## src/rtl/weight_scratchpad_pp.sv

```systemverilog
// Ping-pong weight scratchpad: one bank fills column-by-column while the other is replayed to the PE array.
// Optional lane parity storage/check is enabled by defining SCRATCHPAD_PARITY_EN.
module weight_scratchpad_pp #(
  parameter int unsigned WEIGHT_WIDTH = 5,
  parameter int unsigned WEIGHT_ROWS  = 6,
  parameter int unsigned WEIGHT_COLS  = 3,
  parameter int unsigned REUSE_W      = 4
) (
  input  logic                            clk,
  input  logic                            rst_n,
  input  logic                            flush,
  input  logic                            wr_valid,
  output logic                            wr_ready,
  input  logic [WEIGHT_WIDTH-1:0]         wr_data [0:WEIGHT_ROWS-1],
  input  logic                            rd_req,
  output logic                            rd_avail,
  input  logic [REUSE_W-1:0]              reuse,
  output logic                            rd_valid,
  output logic [WEIGHT_WIDTH-1:0]         rd_data [0:WEIGHT_ROWS-1],
  output logic [$clog2(WEIGHT_COLS)-1:0]  rd_col,
  output logic                            rd_last,
`ifdef SCRATCHPAD_PARITY_EN
  output logic                            par_err,
`endif
  output logic [1:0]                      bank_full
);

  localparam int unsigned CW = $clog2(WEIGHT_COLS);

  localparam logic [0:0] IDLE   = 1'b0;
  localparam logic [0:0] STREAM = 1'b1;

  logic [WEIGHT_WIDTH-1:0] r_mem [2][WEIGHT_COLS][WEIGHT_ROWS];

  logic [0:0]          r_state,     w_state_n;
  logic                r_wr_bank,   w_wr_bank_n;
  logic                r_rd_bank,   w_rd_bank_n;
  logic [CW-1:0]       r_wr_col,    w_wr_col_n;
  logic [CW-1:0]       r_rd_ptr,    w_rd_ptr_n;
  logic [REUSE_W-1:0]  r_pass,      w_pass_n;
  logic [REUSE_W-1:0]  r_reuse_q,   w_reuse_q_n;
  logic [1:0]          r_full,      w_full_n;

  logic                    r_rd_valid;
  logic                    r_rd_last;
  logic [CW-1:0]           r_rd_col;
  logic [WEIGHT_WIDTH-1:0] r_rd_data [WEIGHT_ROWS];

  logic                w_wr_acc;
  logic                w_rd_acc;
  logic                w_wr_wrap;
  logic                w_rd_wrap;
  logic                w_pass_last;
  logic                w_rd_end;
  logic [REUSE_W-1:0]  w_reuse_eff;
  logic [REUSE_W-1:0]  w_cur_reuse;

  assign wr_ready  = !r_full[r_wr_bank];
  assign rd_avail  = r_full[r_rd_bank];
  assign bank_full = r_full;
  assign rd_valid  = r_rd_valid;
  assign rd_last   = r_rd_last;
  assign rd_col    = r_rd_col;
  assign rd_data   = r_rd_data;

  // A read accepted during flush still delivers its beat; writes during flush are dropped.
  assign w_wr_acc    = wr_valid && wr_ready && !flush;
  assign w_rd_acc    = rd_req && rd_avail;
  assign w_wr_wrap   = (r_wr_col == CW'(WEIGHT_COLS - 1));
  assign w_rd_wrap   = (r_rd_ptr == CW'(WEIGHT_COLS - 1));
  assign w_reuse_eff = (reuse == '0) ? REUSE_W'(1) : reuse;
  assign w_cur_reuse = (r_state == IDLE) ? w_reuse_eff : r_reuse_q;
  assign w_pass_last = (r_pass == REUSE_W'(w_cur_reuse - REUSE_W'(1)));
  assign w_rd_end    = w_rd_acc && w_rd_wrap && w_pass_last;

  // Next-state logic for pointers, bank flags and the read FSM.
  always_comb begin
    w_state_n   = r_state;
    w_wr_bank_n = r_wr_bank;
    w_rd_bank_n = r_rd_bank;
    w_wr_col_n  = r_wr_col;
    w_rd_ptr_n  = r_rd_ptr;
    w_pass_n    = r_pass;
    w_reuse_q_n = r_reuse_q;
    w_full_n    = r_full;

    if (w_rd_acc) begin
      if (r_state == IDLE) begin
        w_reuse_q_n = w_reuse_eff;
        w_state_n   = STREAM;
      end
      if (w_rd_wrap) begin
        w_rd_ptr_n = '0;
        if (w_pass_last) begin
          w_pass_n              = '0;
          w_full_n[r_rd_bank]   = 1'b0;
          w_rd_bank_n           = !r_rd_bank;
          w_state_n             = IDLE;
        end else begin
          w_pass_n = r_pass + REUSE_W'(1);
        end
      end else begin
        w_rd_ptr_n = r_rd_ptr + CW'(1);
      end
    end

    // Releasing and completing banks always hit different banks, so both updates can apply.
    if (w_wr_acc) begin
      if (w_wr_wrap) begin
        w_wr_col_n          = '0;
        w_full_n[r_wr_bank] = 1'b1;
        w_wr_bank_n         = !r_wr_bank;
      end else begin
        w_wr_col_n = r_wr_col + CW'(1);
      end
    end

    if (flush) begin
      w_state_n   = IDLE;
      w_wr_bank_n = 1'b0;
      w_rd_bank_n = 1'b0;
      w_wr_col_n  = '0;
      w_rd_ptr_n  = '0;
      w_pass_n    = '0;
      w_reuse_q_n = '0;
      w_full_n    = 2'b00;
    end
  end

  always_ff @(posedge clk or negedge rst_n) begin
    if (!rst_n) begin
      r_state   <= IDLE;
      r_wr_bank <= 1'b0;
      r_rd_bank <= 1'b0;
      r_wr_col  <= '0;
      r_rd_ptr  <= '0;
      r_pass    <= '0;
      r_reuse_q <= '0;
      r_full    <= 2'b00;
    end else begin
      r_state   <= w_state_n;
      r_wr_bank <= w_wr_bank_n;
      r_rd_bank <= w_rd_bank_n;
      r_wr_col  <= w_wr_col_n;
      r_rd_ptr  <= w_rd_ptr_n;
      r_pass    <= w_pass_n;
      r_reuse_q <= w_reuse_q_n;
      r_full    <= w_full_n;
    end
  end

  // Storage array carries no reset.
  always_ff @(posedge clk) begin
    if (w_wr_acc) begin
      r_mem[r_wr_bank][r_wr_col] <= wr_data;
    end
  end

  always_ff @(posedge clk or negedge rst_n) begin
    if (!rst_n) begin
      r_rd_valid <= 1'b0;
      r_rd_last  <= 1'b0;
      r_rd_col   <= '0;
      for (int i = 0; i < WEIGHT_ROWS; i++) begin
        r_rd_data[i] <= '0;
      end
    end else begin
      r_rd_valid <= w_rd_acc;
      r_rd_last  <= w_rd_end;
      if (w_rd_acc) begin
        r_rd_data <= r_mem[r_rd_bank][r_rd_ptr];
        r_rd_col  <= r_rd_ptr;
      end
    end
  end

`ifdef SCRATCHPAD_PARITY_EN
  logic [WEIGHT_ROWS-1:0] r_par [2][WEIGHT_COLS];
  logic                   r_par_err;
  logic [WEIGHT_ROWS-1:0] w_par_wr;
  logic [WEIGHT_ROWS-1:0] w_par_chk;

  // Even parity per lane: stored bit makes the lane plus parity an even count of ones.
  always_comb begin
    w_par_wr  = '0;
    w_par_chk = '0;
    for (int i = 0; i < WEIGHT_ROWS; i++) begin
      w_par_wr[i]  = ^wr_data[i];
      w_par_chk[i] = (^r_mem[r_rd_bank][r_rd_ptr][i]) ^ r_par[r_rd_bank][r_rd_ptr][i];
    end
  end

  always_ff @(posedge clk) begin
    if (w_wr_acc) begin
      r_par[r_wr_bank][r_wr_col] <= w_par_wr;
    end
  end

  always_ff @(posedge clk or negedge rst_n) begin
    if (!rst_n) begin
      r_par_err <= 1'b0;
    end else if (flush) begin
      r_par_err <= 1'b0;
    end else if (w_rd_acc && (|w_par_chk)) begin
      r_par_err <= 1'b1;
    end
  end

  assign par_err = r_par_err;
`endif

endmodule

```

## config.mk

```make
export PLATFORM = sky130hd
export DESIGN_NAME = weight_scratchpad_pp
export DESIGN_NICKNAME = d
export VERILOG_FILES = /design/src/rtl/weight_scratchpad_pp.sv
export SDC_FILE = /design/constraint.sdc
export NUM_CORES = 1
export LEC_CHECK = 0
export ABC_AREA = 0
export CAP_MARGIN = 25
export CORE_MARGIN = 2
export CORE_UTILIZATION = 57
export DETAILED_ROUTE_END_ITERATION = 7
export GPL_TIMING_DRIVEN = 0
export PLACE_DENSITY = 0.83
export SLEW_MARGIN = 25
export SYNTH_ARGS = -nofsm -noshare
export SYNTH_HDL_FRONTEND = slang
export SYNTH_SLANG_ARGS = --single-unit
```

## constraint.sdc

```tcl
create_clock -name clk -period 6.4 [get_ports clk]
set_input_delay 1.28 -clock clk [delete_from_list [all_inputs] [get_ports clk]]
set_output_delay 1.28 -clock clk [all_outputs]
set_load 0.01 [all_outputs]
```

==> results.yml, run 1 <==
die:
  row_count: 45
  die-area_mm2: 0.0167
  die_y_um: 129
  ios: 77
  die_x_um: 129
  start_util_pct: 58.7
  core-area_mm2: 0.0153
sta:
  drv_slew: 0
  hold_viol_final: 0
  fmax_mhz: 276
  period_share_pct: 56.7
  finalClockSkew_ps: 6.72
  tightestPinTransition_ps: 725
  fin_crit_ps: 3630
  relSlewSlack_pct: 51.7
  setup-violations-final: 0
  fin_hold_ws_ps: 494
  grt_setup_unrepaired: "false"
logic_synthesis:
  ys_warn_count: 0
  synth_top_area_share_pct: 60.3
  ys_seq_area_share_pct: 74.5
  yosys.area.top_type: "edfxtp_1"
  synth_nets: 568
  synth_cells: 527
  async_flop_share_pct: 22.1
  synth_area_per_cell_um2: 17.0
  synth_commonest_cells: "180 x edfxtp_1, 61 x nor2_1, 51 x dfrtp_1"
  synth_area_mm2: 0.00896
  synth_edf_count: 180
  synth_seq_cells: 231
  post-synth-top-count-cell: "edfxtp_1"
  synthTopCellsByArea: "edfxtp_1 60%, dfrtp_1 14%, mux4_2 5.0%"
  synth_cell_types: 41
  ys.flop_type: "edfxtp_1"
finish:
  final_nets: 688
  area_growth_pct: 21.7
  final_cells: 874
  antenna_cells: 0
  drive_gt1_share_pct: 18.9
worst_setup_path:
  crit_path_max_incr_delay_ps: 520
  critPathCaptureType: "flip-flop"
  ff2ff_path_depth: 7
  required_ps: 6790
  endpoint: "r_rd_bank"
  path_delay_family: "simple AND/OR/NAND/NOR gates"
  timing.rr.end: "r_mem[0][68]"
  rrSetupSlack_ps: 3490
  crit_start: "reuse[3]"
  start_kind: "input port"
  critical_path_arrival_ps: 4010
  timing.critical_path.buf_inv: 1
  slowest_stage: "clkdlybuf4s50_1"
  cp.depth: 10
  cp_cell_sequence: "clkdlybuf4s50_1, nor3_1, o31ai_1, ha_1, xor2_1, xnor2_1, nor4_2, a32oi_4, nor2_4, mux2_4"
  r2r_start: "r_wr_bank"
  critical_path_class: "in -> reg"
  crit_fanout: 7
global_routing:
  grt_pass1_vias: 5628
  track_usage_pct: 25.1
  globalRoute.totalOverflow: 0
  antenna_found_initial: 0
  grt_max_degree: 52
  grt_first_pass_wirelength_mm: 31.2
clock_tree:
  cts_sinks: 231
  clkTransAtPathRegs_ps: 60
  insertion_delay_ps: 510
  clockBufferDepth: 3
  root_buffer: "clkbuf_16"
  cts_buffers: 23
  cts_tree: "done"
  h-tree-depth: 1
  hold_buffers: 0
  cts_resized: 0
  post_cts_buffers: 0
placement:
  port_buffers: 76
  gp_congestion: 0.813
  dpl.hpwl_mm: 12.7
  placedCellCount: 833
drt:
  drc: 0
  dr.first_iter.drc_count: 659
  first_pass_iters: 5
  routed_via_density: 6.14
  ant_nets: 0
  drt-total-wl_mm: 20.1
  vias: 5365
  post_drt_wl_per_cell_um: 23.0
min_path:
  min_path_cells: 2
  hp-class: "reg -> reg"
power_and_ir_drop:
  vdd_ir_drop_max_v: 0.000239
  power_leakage_nw: 3.72
  power_density_mw_per_mm2: 306
  finalPower_w: 0.00334
job:
  max-cap-violations: 0
outcome:
  status: "completed"
worst min-delay path by stage:
stage | startpoint | end | slack (ps)
after detailed placement | rd_data[7] | rd_data[7] | 490
after floorplan | r_reuse_q[0] | r_reuse_q[0] | 480
after global routing | rd_data[7] | rd_data[7] | 520
after global placement | rd_data[24] | rd_data[24] | 470
final | rd_col[1] | rd_col[1] | 490
after CTS | rd_data[7] | rd_data[7] | 500
stage by stage:
| stage | utilization (%) | setup WS [ps] | setup TNS, ps | cell area (µm²) |
|---|---|---|---|---|
| after floorplan | - | 1550 | 0 | 8960 |
| after global placement | 65.5 | -1390 | -50470 | 9990 |
| after detailed placement | 67.1 | 2270 | 0 | 10200 |
| after CTS | 71.5 | 2770 | 0 | 10900 |
| after global routing | 71.5 | 2570 | 0 | 10900 |
| final | 71.5 | 2770 | 0 | 10900 |
state kept, by name, summed over array words and instances, names as in the netlist, 2 cells and up:
register and count:
bank_full 2, r_mem 180, r_pass 4, r_rd_ptr 2
r_reuse_q 4, r_wr_col 2, rd_col 2, rd_data 30
power breakdown:
group	switching (W)	total [W]	internal (W)
Clock	0.000525	0.00123	0.000700
Sequential	0.0000510	0.00176	0.00171
Combinational	0.000164	0.000357	0.000193
Total	0.000740	0.00334	0.00260
kinds of logic (layout without fill, tap and decap cells):
logic type / after synthesis / after routing / synth area share [%]
flops: 231 / 231 / 74.5
buf+inv: 37 / 173 / 1.79
fa+ha+maj: 2 / 2 / 0.279
xor+xnor: 6 / 6 / 0.586
simple gates: 114 / 114 / 5.65
mux: 68 / 68 / 11.0
compound gates: 69 / 69 / 6.11
worst min-delay path, cell delays in order (launching register included):
cell     delay [ps]
dfrtp_1         350
nand2_1          50
o21ai_0          60
final cells by class:
type	instances	area [µm²]
Buffer	33	145
Clock buffer	37	658
Clock inverter	4	20.0
Fill cell	920	4350
Inverter	4	15.0
Multi-Input combinational cell	259	2150
Sequential cell	231	6680
Tap cell	211	264
Timing Repair Buffer	95	971
layer usage:
metal,GRT usage (%),part of all wire (%),vias up
met2,42.8,52,309
met1,32.7,38,2693
met3,3.55,7.2,68
met4,10.9,3.2,0
met5,0,0,-
li1,-,-,2295
placed cells by master, fill, tap and decap left out, drive strengths merged, types with 5 or more instances in the layout:
cell type      netlist  final
edfxtp             180    180
buf                 12     32
mux4                20     20
a221oi              37     37
mux2i                7      7
nand2               25     25
nor3                 9      9
nor2                62     62
dfrtp               51     51
clkbuf              21     58
a21oi               10     10
o21ai                5      5
o31ai               10     10
clkdlybuf4s50        0     75
mux2                41     41
Power figures use the tool's default switching activity.
==> inputs of run 2 (changes only) <==
- CORE_UTILIZATION: 57 -> 52
- PLACE_DENSITY: 0.83 -> 0.8
- clock period: 6.4 -> 3.2 ns (I/O delays scaled with it)
==> run 2 against run 1 <==
Against the previous run:
- power grew 110%
- sequential share of layout area decreased by 0.66 points
- global-route usage is 3.0 points lower
- hold slack worse by 460 ps
- non-clock buffer count shrank 7
- largest power group unchanged
- highest routed layer unchanged
==> results.yml, run 2 (synthesis gave the netlist of run 1 again) <==
drt:
  ant_nets: 0
  vias: 5258
  drt-total-wl_mm: 19.8
  post_drt_wl_per_cell_um: 22.4
  first_pass_iters: 5
  dr.first_iter.drc_count: 612
  drc: 0
  routed_via_density: 5.96
sta:
  hold_viol_final: 0
  fmax_mhz: 329
  finalClockSkew_ps: 8.18
  grt_setup_unrepaired: "false"
  tightestPinTransition_ps: 807
  period_share_pct: 95.1
  setup-violations-final: 0
  fin_crit_ps: 3040
  relSlewSlack_pct: 46.1
  drv_slew: 0
die:
  die_y_um: 135
  die_x_um: 135
  start_util_pct: 52.6
  die-area_mm2: 0.0183
  ios: 77
  core-area_mm2: 0.0171
  row_count: 48
finish:
  largest_reg_flops: 180
  fillers: 1158
  area_growth_pct: 23.0
  final_cell_mix: "180 x edfxtp_1, 75 x clkdlybuf4s50_1, 59 x nor2_1, 51 x dfrtp_1, 39 x mux2_2"
  mostFrequentLayoutCell: "edfxtp_1"
  final_cell_area_mm2: 0.0110
  top_register: "r_mem"
  final_nets: 681
  drive_gt1_share_pct: 18.8
clock_tree:
  hold_buffers: 0
  cts_buffers: 23
  insertion_delay_ps: 500
  clkTransAtPathRegs_ps: 60
  post_cts_buffers: 0
  clockBufferDepth: 3
  cts_resized: 0
  cts_sinks: 231
  root_buffer: "clkbuf_16"
  h-tree-depth: 1
  cts_tree: "done"
global_routing:
  antenna_found_initial: 1
  track_usage_pct: 22.1
  grt_pass1_vias: 5443
  grt_max_degree: 34
  globalRoute.totalOverflow: 0
  grt_first_pass_wirelength_mm: 30.1
min_path:
  hp-class: "in -> async"
worst_setup_path:
  ff2ff_path_depth: 6
  timing.rr.end: "r_mem[0][87]"
  slowest_stage: "nor3b_4"
  critical_path_arrival_ps: 3240
  cp_cell_sequence: "clkbuf_1, mux2i_1, nand2_1, nor3_1, nor3b_4, buf_8"
  critical_path_class: "reg -> reg"
  timing.critical_path.buf_inv: 2
  rrSetupSlack_ps: 160
  r2r_start: "r_wr_bank"
  path_delay_family: "simple AND/OR/NAND/NOR gates"
  required_ps: 3400
  critPathCaptureType: "flip-flop"
  crit_fanout: 10
  start_kind: "flip-flop"
  crit_path_max_incr_delay_ps: 750
job:
  max-cap-violations: 0
power_and_ir_drop:
  power_density_mw_per_mm2: 630
  power_leakage_nw: 3.74
  p_sw_share_pct: 21.1
  power_frac_clock_pct: 39.6
  combPwrFrac_pct: 10.0
  p_int_w: 0.00549
  p_seq_share_pct: 50.4
  vdd_ir_drop_max_v: 0.000513
  switchingPower_w: 0.00147
  finalPower_w: 0.00695
placement:
  gp_congestion: 0.813
  dpl.hpwl_mm: 12.7
  port_buffers: 76
  placed_area_mm2: 0.0102
outcome:
  status: "completed"
-- run 2: cell types whose count changed in the layout (fill, tap and decap cells not counted), moves of 2 or more --
cell | before | now
clkbuf_1 | 32 | 24
buf_4 | 10 | 2
buf_2 | 9 | 5
bufinv_16 | 0 | 4
clkinv_1 | 4 | 7
clkinv_2 | 0 | 2
buf_6 | 4 | 8
-- run 2: per-stage QoR --
stage	utilization (%)	setup slack [ps]	setup TNS, ps	hold slack [ps]	cells
4_1_cts	64.6	194	0	37.8	881
6_report	64.7	158	0	32.8	882
5_1_grt	64.7	24.7	0	42.5	882
2_1_floorplan	-	-63.5	-1910	344	527
3_5_place_dp	60.1	-262	-476	467	840
3_3_place_gp	58.8	-1400	-172420	470	828
-- run 2: routing by layer --
metal  GRT usage [%]  routed length (µm)
met1            29.1                8040
met2            36.5                9710
met3            3.37                1260
met4            10.2                 773
met5               0                   0
-- run 2: area by class of cell --
cell class	instances	area [µm²]	share of cell area (%)
Antenna cell	1	2.50	0.0227
Buffer	33	145	1.32
Clock buffer	28	614	5.57
Clock inverter	13	161	1.46
Inverter	4	15.0	0.136
Multi-Input combinational cell	259	2180	19.7
Sequential cell	231	6680	60.6
Tap cell	225	282	2.55
Timing Repair Buffer	88	951	8.62
-- run 2: worst max-delay path by stage --
stage	startpoint	endpoint	cells past startpoint
after global placement	wr_valid	r_mem[0][34]	5
after CTS	r_wr_bank	r_mem[0][87]	6
after detailed placement	reuse[2]	r_rd_bank	10
final	r_wr_bank	r_mem[0][87]	6
after floorplan	r_wr_bank	r_mem[0][30]	6
after global routing	r_wr_bank	r_mem[0][87]	6
-- run 2: power groups by stage --
stage	clock [W]	combinational, W	sequential (W)
final	0.00275	0.000694	0.00351
after global routing	0.00288	0.000750	0.00352
after CTS	0.00277	0.000703	0.00351
after detailed placement	0	0.000701	0.00357
after global placement	0	0.000668	0.00357
after floorplan	0	0.000204	0.00362
-- run 2: worst register-to-register path, stage by stage (launching register included) --
cell and delay, ps:
dfrtp_1 330, clkbuf_1 500, mux2i_1 350, nand2_1 240, nor3_1 320, nor3b_4 750
buf_8 250
